File: config.mk
export PLATFORM = sky130hd
export DESIGN_NAME = histo_readout_sched
export DESIGN_NICKNAME = d
export VERILOG_FILES = /design/src/rtl/histo_readout_sched.sv
export SDC_FILE = /design/constraint.sdc
export NUM_CORES = 1
export LEC_CHECK = 0
export ABC_AREA = 1
export BUFFER_PORTS_ARGS = -buffer_cell sky130_fd_sc_hd__buf_2
export CAP_MARGIN = 5
export CORE_MARGIN = 2
export CORE_UTILIZATION = 35
export CTS_CLUSTER_DIAMETER = 100
export CTS_CLUSTER_SIZE = 16
export DETAILED_ROUTE_END_ITERATION = 10
export GPL_TIMING_DRIVEN = 0
export PLACE_DENSITY = 0.66
export SLEW_MARGIN = 20
export SYNTH_ARGS = -nofsm -noshare
export SYNTH_HDL_FRONTEND = slang
export SYNTH_SLANG_ARGS = --single-unit
File: constraint.sdc
create_clock -name clk -period 2.4 [get_ports clk]
set_clock_uncertainty 0.2 [all_clocks]
set_input_delay 0.24 -clock clk [delete_from_list [all_inputs] [get_ports clk]]
set_output_delay 0.24 -clock clk [all_outputs]
set_load 0.02 [all_outputs]
File: src/rtl/histo_readout_sched.sv
// Frame-cycle scheduler for the histogram datapath: accumulate, then read, clear and serialize every bin.
// Build option HISTO_TRAILER_EN appends a 32-bit sum-of-counts trailer word after the last bin.
module histo_readout_sched #(
  parameter int NUM_BINS = 1024,
  parameter int BIN_AW   = 10,
  parameter int CNT_W    = 24,
  parameter int FID_W    = 8
) (
  input  logic              clk,
  input  logic              reset,
  input  logic              frame_valid,
  input  logic              line_valid,
  output logic              hist_wr_en,
  output logic [BIN_AW-1:0] ram_addr,
  output logic              ram_rd_en,
  input  logic [CNT_W-1:0]  ram_rdata,
  output logic              ram_clr_en,
  output logic [31:0]       ser_data,
  output logic              ser_valid,
  input  logic              ser_ready,
  output logic [FID_W-1:0]  frame_id,
  output logic              busy,
  output logic              overrun
);

  typedef enum logic [2:0] {
    IDLE  = 3'd0,
    ACCUM = 3'd1,
    RD    = 3'd2,
    CAP   = 3'd3,
`ifdef HISTO_TRAILER_EN
    SEND  = 3'd4,
    TRL   = 3'd5
`else
    SEND  = 3'd4
`endif
  } state_t;

  state_t state_r;
  logic   fv_q_r;
  logic   frame_seen_r;
  logic   fv_rise_s;
  logic   fv_fall_s;
  logic   last_bin_s;
  logic   readout_s;
`ifdef HISTO_TRAILER_EN
  logic [31:0] sum_r;
`endif

  // Frame edge detection, readout-phase decode and the accumulate gate
  always_comb begin
    fv_rise_s  = frame_valid & ~fv_q_r;
    fv_fall_s  = ~frame_valid & fv_q_r;
    last_bin_s = (ram_addr == BIN_AW'(NUM_BINS - 1));
    readout_s  = (state_r != IDLE) && (state_r != ACCUM);
    hist_wr_en = (state_r == ACCUM) & frame_valid & line_valid;
  end

  // Scheduler state, frame bookkeeping and all registered outputs
  always_ff @(posedge clk or posedge reset) begin
    if (reset) begin
      state_r      <= IDLE;
      fv_q_r       <= 1'b0;
      frame_seen_r <= 1'b0;
      frame_id     <= {FID_W{1'b0}};
      ram_addr     <= {BIN_AW{1'b0}};
      ram_rd_en    <= 1'b0;
      ram_clr_en   <= 1'b0;
      ser_data     <= 32'h0000_0000;
      ser_valid    <= 1'b0;
      busy         <= 1'b0;
      overrun      <= 1'b0;
`ifdef HISTO_TRAILER_EN
      sum_r        <= 32'h0000_0000;
`endif
    end else begin
      fv_q_r  <= frame_valid;
      overrun <= fv_rise_s & readout_s;

      // A frame already running at reset release never saw its rise, so its end is not counted
      if (fv_rise_s) begin
        frame_seen_r <= 1'b1;
      end else if (fv_fall_s) begin
        frame_seen_r <= 1'b0;
      end else begin
        frame_seen_r <= frame_seen_r;
      end
      if (fv_fall_s && frame_seen_r) begin
        frame_id <= frame_id + FID_W'(1);
      end

      case (state_r)
        IDLE: begin
          if (fv_rise_s) begin
            state_r <= ACCUM;
            busy    <= 1'b1;
          end
        end
        ACCUM: begin
          if (fv_fall_s) begin
            state_r   <= RD;
            ram_addr  <= {BIN_AW{1'b0}};
            ram_rd_en <= 1'b1;
`ifdef HISTO_TRAILER_EN
            sum_r     <= 32'h0000_0000;
`endif
          end
        end
        RD: begin
          ram_rd_en  <= 1'b0;
          ram_clr_en <= 1'b1;
          state_r    <= CAP;
        end
        CAP: begin
          ram_clr_en <= 1'b0;
          ser_data   <= {(ram_addr == BIN_AW'(0)) ? frame_id : {FID_W{1'b0}}, ram_rdata};
          ser_valid  <= 1'b1;
          state_r    <= SEND;
`ifdef HISTO_TRAILER_EN
          sum_r      <= sum_r + {{FID_W{1'b0}}, ram_rdata};
`endif
        end
        SEND: begin
          if (ser_ready) begin
            if (last_bin_s) begin
`ifdef HISTO_TRAILER_EN
              ser_data  <= sum_r;
              state_r   <= TRL;
`else
              ser_valid <= 1'b0;
              busy      <= 1'b0;
              state_r   <= IDLE;
`endif
            end else begin
              ser_valid <= 1'b0;
              ram_addr  <= ram_addr + BIN_AW'(1);
              ram_rd_en <= 1'b1;
              state_r   <= RD;
            end
          end
        end
`ifdef HISTO_TRAILER_EN
        TRL: begin
          if (ser_ready) begin
            ser_valid <= 1'b0;
            busy      <= 1'b0;
            state_r   <= IDLE;
          end
        end
`endif
        default: begin
          state_r    <= IDLE;
          ram_rd_en  <= 1'b0;
          ram_clr_en <= 1'b0;
          ser_valid  <= 1'b0;
          busy       <= 1'b0;
        end
      endcase
    end
  end

endmodule

Yosys cells after proc, flatten, opt, wreduce, memory -nomap -nowiden
Cells that the tools add are included.

storage, ports and cells
  register bits after elaboration = 60
  input bits = 29
  output and inout bits = 56
  word-level logic and storage cells = 73

operators by class
  $add $sub $neg = 2
  eq/ne operators = 11
  mux-type cells = 23
  bitwise operators = 10
  reduce and logical (&&, ||, !) cells = 16

operators by type and width
  cell                                                 count
  two-way mux 10 bit                                   3
  case mux 10 bit (2 select lines)                     1
  case mux 3 bit (5 select lines)                      1
  AND reduction 4 bit                                  3
  adder 10 x 1 -> 10 bit, second input constant        1
  equality test 10 bit, second input constant          1
  logical NOT 10 bit                                   1
  != test 2 bit, second input constant                 5
  two-way mux 1 bit                                    9
  two-way mux 3 bit                                    3
  case mux 1 bit (3 select lines)                      3
  OR reduction 3 bit                                   3
  adder 8 x 1 -> 8 bit, second input constant          1
  two-way mux 8 bit                                    1
  equality test 3 x 2 -> 1 bit, second input constant  2
  AND 1 bit                                            5
  NOT 1 bit                                            5
  nonzero test 2 bit                                   2
  equality test 3 x 1 -> 1 bit, second input constant  1
  equality test 3 bit, second input constant           1
  logical NOT 3 bit                                    1
  != test 3 x 1 -> 1 bit, second input constant        1
  AND reduction 3 bit                                  1
  nonzero test 3 bit                                   1
  other kinds (5)                                      6

Depth between registers and ports, before layout
Gate-level depths: netlist of run 1.

  depth in word-level cells = 4
  depth in mapped cells = 10
  depth with buffers taken out = 9

Least setup slack after synthesis of run 1
Ideal clock, no wire load.

  path kind = register to register
  from = reg ram_addr[0]
  to = reg ram_addr[3]
  library setup time = 0.065 ns
  arrival = 1.495 ns
  required time = 2.135 ns
  path slack = 0.639 ns
  cell stages (with the launch flop) = 11
  buffers on the path = 1
  clock period less this slack = 1.761 ns
  path through = dfrtp_1 -> ha_1 -> nand2_1 -> nor2_2 -> nand3_2 -> nand2_2 -> nand2_4 -> nand2_4 -> buf_6 -> nand2_1 -> nand2_1

between the ends
  longest elaborated chain between the ends = 4
  elaborated cells on any way between the ends = 7
  classes of those cells = add/sub: 1; eq/ne: 2; mux: 3; reduce/logical: 1

RTL lines
  item                              line  text
  start, declared                   14    output logic [BIN_AW-1:0] ram_addr,
  start signal, assigned            66    ram_addr <= {BIN_AW{1'b0}};
  start signal, assigned            102   ram_addr <= {BIN_AW{1'b0}};
  start signal, assigned            136   ram_addr <= ram_addr + BIN_AW'(1);
  adder 10 x 1 -> 10 bit            136
  two-way mux 10 bit                125   if (last_bin_s) begin
  two-way mux 10 bit                124   if (ser_ready) begin
  case mux 10 bit (2 select lines)  92    case (state_r)

Several ways; a longest one is shown, not always the timed one. The select of a mux whose other input is x is not followed.
A chain may end at the register's enable or synchronous reset.

Worst setup path after layout of run 1
  from = reg state_r[2]
  to = out hist_wr_en

between the ends
  longest elaborated chain between the ends = 3

RTL lines
  item                          line  text
  start, declared               39    state_t state_r;
  start signal, assigned        62    state_r <= IDLE;
  start signal, assigned        95    state_r <= ACCUM;
  start signal, assigned        101   state_r <= RD;
  equality test 3 x 1 -> 1 bit  56    hist_wr_en = (state_r == ACCUM) & frame_valid & line_valid;
  AND 1 bit (2 in a row)        56
  end, declared                 13    output logic hist_wr_en,

Every way passes these cells.

==> results of run 1 <==
[where the power goes]
| group | internal (uW) | switching [uW] | total, uW |
|---|---|---|---|
| clock network | 537 | 404 | 941 |
| logic | 708 | 1170 | 1880 |
| registers | 1370 | 223 | 1590 |
[logic make-up after synthesis]
family | after synthesis | share of synthesized area [%]
xor gates and xnor gates | 7 | 2.22
and+or+nand+nor | 131 | 22.3
buffers and inverters | 29 | 4.44
DFF | 60 | 54.4
AOI/OAI and AO/OA | 25 | 4.53
adders and majority gates | 5 | 2.27
muxes | 24 | 9.80
[synthesized netlist by cell type (2+ instances only)]
| cell type | count |
|---|---|
| dfrtp_1 | 60 |
| ha_1 | 5 |
| inv_1 | 21 |
| o21ai_0 | 15 |
| a21oi_1 | 7 |
| nand2_2 | 3 |
| nand4_1 | 3 |
| nor3_1 | 2 |
| nor2_2 | 2 |
| nand2_4 | 3 |
| nor2_1 | 21 |
| nand3_2 | 2 |
| inv_2 | 2 |
| nand2_1 | 75 |
| mux2_2 | 24 |
| nand3b_1 | 2 |
| xnor2_1 | 2 |
| buf_2 | 3 |
| o21ai_1 | 3 |
| nand3_1 | 13 |
| xor2_1 | 5 |
[worst min-delay path: stages]
cell	delay (ps)
dlygate4sd3_1	530
buf_2	130
inv_4	230
[what timing repair did]
action | 4_1_cts | 5_1_grt
setup endpoints to repair | 0 | 0
resized for setup | 0 | 0
endpoints found under the hold margin | 86 | 0
hold buffers | 27 | 0
[path summary, 6_finish.rpt]
check                       startpoint     endpoint  slack (ps)  cells past startpoint
hold / removal                   reset  ser_data[3]         200                      3
max in group asynchronous        reset  ram_addr[1]        1300                      4
hold reg to reg              ram_rd_en    ram_rd_en         270                      2
min in group clk             ram_rd_en    ram_rd_en         270                      2
setup / recovery            state_r[2]   hist_wr_en         450                      4
setup reg to reg           ram_addr[0]  ram_addr[5]         600                     10
[sequential cells by signal, indices dropped and copies added, names as in the netlist, 3 cells and up]
register,cells
frame_id,8
ram_addr,10
ser_data,32
state_r,3
[stage by stage]
| step | cells | total power (uW) | util, % |
|---|---|---|---|
| 6_report | 511 | 4410 | 49.6 |
| 5_1_grt | 511 | 4680 | 49.6 |
| 4_1_cts | 511 | 4460 | 49.6 |
| 3_5_place_dp | 468 | 3460 | 43.3 |
| 3_3_place_gp | 467 | 3400 | 43.0 |
| 2_1_floorplan | 281 | 2850 | - |
[layer usage]
layer | wire length, microns | global-route usage [%]
met5 | 0 | 0
met1 | 2910 | 20.0
met4 | 153 | 5.76
met2 | 3020 | 24.3
met3 | 376 | 5.53
[area by class of cell]
class	instances	share of cell area [%]
well taps	102	3.35
inverters	24	2.50
multi-input cells	192	29.8
clock buffers	11	3.97
flip-flops and latches	60	39.4
plain buffers	5	0.788
clock inverters	5	1.54
repair buffers	112	18.7
==> summary.txt, run 1 <==
Outcome
  • Outcome: finished, final reports clean

Place
  • Dpl cell area: 0.00333 sq mm
  • Pre-CTS setup slack: 606 ps
  • Routability congestion estimate: 0.836
  • Post-DP HPWL: 4370 microns
  • Port Buf Inserts: 84

Critical path
  • Crit end category: output port
  • Delay-heaviest family, CP: simple AND/OR/NAND/NOR gates
  • Crit Path Category: reg2out
  • Critical-path top delay cell: dfrtp_1
  • Critical Path AT: 1510 ps
  • Critical Path RT: 1960 ps
  • Crit-path cells: nor2_2, nand2_1, nor2_1, buf_2
  • CP startpoint kind: register
  • Crit Path Max Fanout: 6
  • Worst path bufs/invs: 1
  • Crit-path max cell delay: 430 ps

Finish
  • Share of cells above drive strength 1: 35.7%
  • Final net count: 438
  • Most frequent cells in the layout: buf_2 (87), nand2_1 (75), dfrtp_1 (60), dlygate4sd3_1 (27), mux2_2 (24)
  • Most common cell after layout, fill and taps aside: buf_2
  • Reg area: 0.00150 sq mm
  • Filler cell count: 741
  • Diodes inserted: 0
  • Area of the multi-input gates: 0.00113 sq mm
  • Area grow syn2layout: 38.1%
  • Final design area excluding fillers: 0.00381 sq mm

Clocking
  • H-tree depth: 3
  • Post-CTS Setup Bufs: 0
  • TritonCTS clock tree: done
  • Cts bufs inserted: 9
  • Clock transition at path regs: 70 ps
  • Clock Latency Late Sink: 330 ps
  • Clk sink count: 60
  • Clk buf depth: 2
  • CTS Root Buffer Type: clkbuf_8

Timing
  • Final worst slack: 449 ps
  • FMAX: 513 MHz
  • Final number of setup-violating endpoints: 0
  • Final period util: 81.3%
  • Tightest Pin Transition: 423 ps
  • Pins Over Slew Limit: 0
  • Final min period: 1950 ps
  • RSZ-0062 raised after global routing: no
  • Fin. Hold Viols: 0
  • Relative slew slack: 71.8%
  • Setup TNS: 0 ps
  • Hold_ws: 203 ps

Global routing
  • Vias in the first global route: 2269
  • First-pass GRT wire length: 10500 microns
  • Initial antenna violation count: 0
  • Total track usage: 15.6%
  • Grt ovf: 0
  • Largest net degree at the start of global routing: 39

Floorplanning
  • Die Wd: 92.8 microns
  • Core area: 0.00769 sq mm
  • Initial Util: 35.9%
  • Die height: 92.8 microns
  • # IOs: 85
  • Die area: 0.00861 sq mm
  • FP Rows: 32

Route
  • Iter 0 DRT Violations: 75
  • Via count: 2327
  • Post-Route WL: 6460 microns
  • Routed wire per std cell: 12.6 microns
  • Avg Vias per Cell: 4.55
  • Initial DRT Pass Iterations: 5
  • DR DRC count: 0
  • Final ANT Viol Nets: 0

Power
  • Worst vdd ir: 0.762 mV
  • Lkg Pwr: 0.00195 uW
  • PwrDens: 1160 mW/mm^2

Logic synthesis
  • Share of the synthesized area in the top cell type: 54.4%
  • Flops & latches, synth: 60
  • Sequential area share after synthesis: 54.4%
  • Synthesized area: 0.00276 sq mm
  • Synth async-reset ratio: 100%
  • Ys flop type: dfrtp_1
  • Distinct cells, synth: 29
  • Syn. warnings: 0
  • Cells after synthesis: 281
  • Avg Cell Area, Syn: 9.82 sq um
  • Area contributors post-synth: dfrtp_1 (54%), nand2_1 (10%), mux2_2 (9.8%)
  • Syn_nets: 315
  • Post-synth EDFFs: 0
  • Area leader, netlist: dfrtp_1

Worst hold path
  • Tightest Hold Check Type: in2async

Flow run
  • Max-Cap Viols: 0
Note: power is estimated with default switching activity, not from simulation.
==> run 2, diff against run 1 <==
==> constraint.sdc (replaced) <==
create_clock -name clk -period 2 [get_ports clk]
set_clock_uncertainty 0.2 [all_clocks]
set_input_delay 0.2 -clock clk [delete_from_list [all_inputs] [get_ports clk]]
set_output_delay 0.2 -clock clk [all_outputs]
set_load 0.02 [all_outputs]
==> run 2 against run 1 <==
Against the previous run:
- wire length increased by 0.39%
- sequential power increased by 20%
- clock power increased by 20%
- flip-flop and latch count unchanged
- global-route usage unchanged
- power increased by 20%
- critical path depth unchanged
- register-to-register slack got worse by 400 ps
- critical endpoint unchanged
==> summary.txt, run 2 (synthesis results as in run 1) <==
Outcome
  • Outcome: finished, final reports clean (unchanged)

Clocking
  • Post-CTS Setup Bufs: 0 (unchanged)
  • Clock Latency Late Sink: 330 ps (about the same)
  • Cts bufs inserted: 9 (unchanged)
  • Clk buf depth: 2 (unchanged)
  • Clk sink count: 60 (unchanged)
  • Clock transition at path regs: 70 ps (about the same)
  • CTS Root Buffer Type: clkbuf_8 (unchanged)
  • H-tree depth: 3 (unchanged)
  • TritonCTS clock tree: done (unchanged)

Floorplanning
  • FP Rows: 32 (unchanged)
  • Core area: 0.00769 sq mm (unchanged)
  • Die height: 92.8 microns (unchanged)
  • # IOs: 85 (unchanged)
  • Initial Util: 35.9% (unchanged)
  • Die Wd: 92.8 microns (unchanged)
  • Die area: 0.00861 sq mm (unchanged)

Finish
  • Most common cell after layout, fill and taps aside: buf_2 (unchanged)
  • Area of the multi-input gates: 0.00114 sq mm (was 0.00113 sq mm)
  • Largest regs: ser_data x32, ram_addr x10, frame_id x8 (unchanged)
  • Reg area: 0.00150 sq mm (unchanged)
  • Max FFs per register: 32 (unchanged)
  • Final design area excluding fillers: 0.00382 sq mm (was 0.00381 sq mm)
  • Most flop-heavy register: ser_data (unchanged)
  • Filler cell count: 739 (was 741)
  • Final net count: 438 (unchanged)
  • Most frequent cells in the layout: buf_2 (87), nand2_1 (75), dfrtp_1 (60), dlygate4sd3_1 (27), mux2_2 (24) (unchanged)
  • Share of cells above drive strength 1: 35.9% (was 35.7%)
  • Area grow syn2layout: 38.5% (was 38.1%)
  • Fin cells: 511 (unchanged)
  • Diodes inserted: 0 (unchanged)

Critical path
  • CP startpoint kind: register (unchanged)
  • Crit Path Category: reg2out (unchanged)
  • Crit-path max cell delay: 450 ps (was 430 ps)
  • Critical Path RT: 1600 ps (was 1960 ps)
  • Delay-heaviest family, CP: simple AND/OR/NAND/NOR gates (unchanged)
  • Setup crit start: state_r[2] (unchanged)
  • Crit end category: output port (unchanged)
  • Critical Path AT: 1450 ps (was 1510 ps)
  • Crit-path cells: nor2_4, nand2_1, nor2_1, buf_2 (was nor2_2, nand2_1, nor2_1, buf_2)
  • Reg-to-reg startpoint: ram_addr[0] (unchanged)
  • Worst path bufs/invs: 1 (unchanged)
  • Crit Path Max Fanout: 6 (unchanged)
  • Critical-path top delay cell: dfrtp_1 (unchanged)

Route
  • Routed wire per std cell: 12.7 microns (was 12.6 microns)
  • Via count: 2327 (unchanged)
  • Final ANT Viol Nets: 0 (unchanged)
  • Iter 0 DRT Violations: 74 (was 75)
  • Initial DRT Pass Iterations: 4 (was 5)
  • Post-Route WL: 6480 microns (was 6460 microns)
  • DR DRC count: 0 (unchanged)
  • Avg Vias per Cell: 4.55 (unchanged)

Global routing
  • Grt ovf: 0 (unchanged)
  • Initial antenna violation count: 0 (unchanged)
  • Largest net degree at the start of global routing: 39 (unchanged)
  • GRT Max-Usage Layer: met2 (unchanged)
  • Total track usage: 15.6% (unchanged)
  • Met2 global-route usage: 24.3% (unchanged)
  • Vias in the first global route: 2269 (unchanged)
  • M1 GR Usage: 20.0% (unchanged)
  • Grt met3 use: 5.53% (unchanged)
  • First-pass GRT wire length: 10500 microns (unchanged)

Timing
  • RSZ-0062 raised after global routing: no (unchanged)
  • FMAX: 540 MHz
  • Final period util: 92.5%
  • Pins Over Slew Limit: 0 (unchanged)
  • Tightest Pin Transition: 423 ps (about the same)
  • Relative slew slack: 71.8% (about the same)
  • Final min period: 1850 ps
  • Fin. Hold Viols: 0 (unchanged)
  • Final worst slack: 150 ps (was 449 ps)
  • Final number of setup-violating endpoints: 0 (unchanged)

Worst hold path
  • Tightest Hold Check Type: in2async (unchanged)

Flow run
  • Max-Cap Viols: 0 (unchanged)

Power
  • Sw frac: 40.9% (was 40.8%)
  • Lkg Pwr: 0.00195 uW (about the same)
  • Worst vdd ir: 0.916 mV (was 0.762 mV)
  • Comb pwr share: 42.7% (was 42.6%)
  • Sequential power share: 36.0% (about the same)
  • Clk pwr share: 21.3% (about the same)
  • Cell Int Power: 3140 uW (was 2610 uW)
  • Psw: 2170 uW (was 1800 uW)
  • PwrDens: 1390 mW/mm^2 (was 1160 mW/mm^2)

Place
  • Port Buf Inserts: 84 (unchanged)
  • Dpl cell area: 0.00333 sq mm (unchanged)
  • Dpl cells: 468 (unchanged)
  • Post-DP HPWL: 4370 microns (unchanged)
  • Routability congestion estimate: 0.836 (unchanged)
  • Pre-CTS setup slack: 206 ps (was 606 ps)
==> run 2: tightest hold or removal path: stages <==
cell	delay (ps)
dlygate4sd3_1	530
buf_2	130
inv_4	230
==> run 2: repair_timing <==
action                     in CTS  in global routing
hold endpoints to repair       86                  0
gates resized for setup         0                  2
hold buffers                   27                  0
setup endpoints to repair       0                  3
==> run 2: power groups by stage <==
stage,registers (uW),logic (uW),clock network (uW)
floorplan,2390,1030,0
global placement,1900,2180,0
detailed placement,1920,2230,0
CTS,1910,2270,1170
global route,1970,2450,1220
finish,1910,2270,1130
==> run 2: through the flow <==
stage	TNS, ps	hold WS [ps]	power (uW)	util [%]
3_5_place_dp	0	-20.3	4150	43.3
2_1_floorplan	0	31.4	3410	-
5_1_grt	0	179	5640	49.7
3_3_place_gp	-39480	156	4080	43.0
4_1_cts	0	159	5350	49.6
6_report	0	164	5310	49.7
==> run 2: final cells by class <==
class | instances | share of cell area (%)
Tap cell | 102 | 3.34
Inverter | 24 | 2.49
Clock inverter | 5 | 1.54
Buffer | 5 | 0.786
Timing Repair Buffer | 112 | 18.6
Clock buffer | 11 | 3.96
Sequential cell | 60 | 39.3
Multi-Input combinational cell | 192 | 30.0
==> run 2: final timing paths <==
check / to / slack [ps] / depth (start not counted)
setup / recovery: hist_wr_en / 150 / 4
hold / removal: ser_data[3] / 160 / 3
setup reg to reg: ram_addr[5] / 200 / 10
hold reg to reg: ram_rd_en / 270 / 2
max in group asynchronous: ram_addr[1] / 940 / 4
min in group clk: ram_rd_en / 270 / 2
==> run 2: routing by layer <==
layer  wire length (microns)  vias to the layer above
li1                        -                     1151
met3                     349                       17
met2                    3010                       67
met4                     153                        0
met5                       0                        -
met1                    2970                     1092
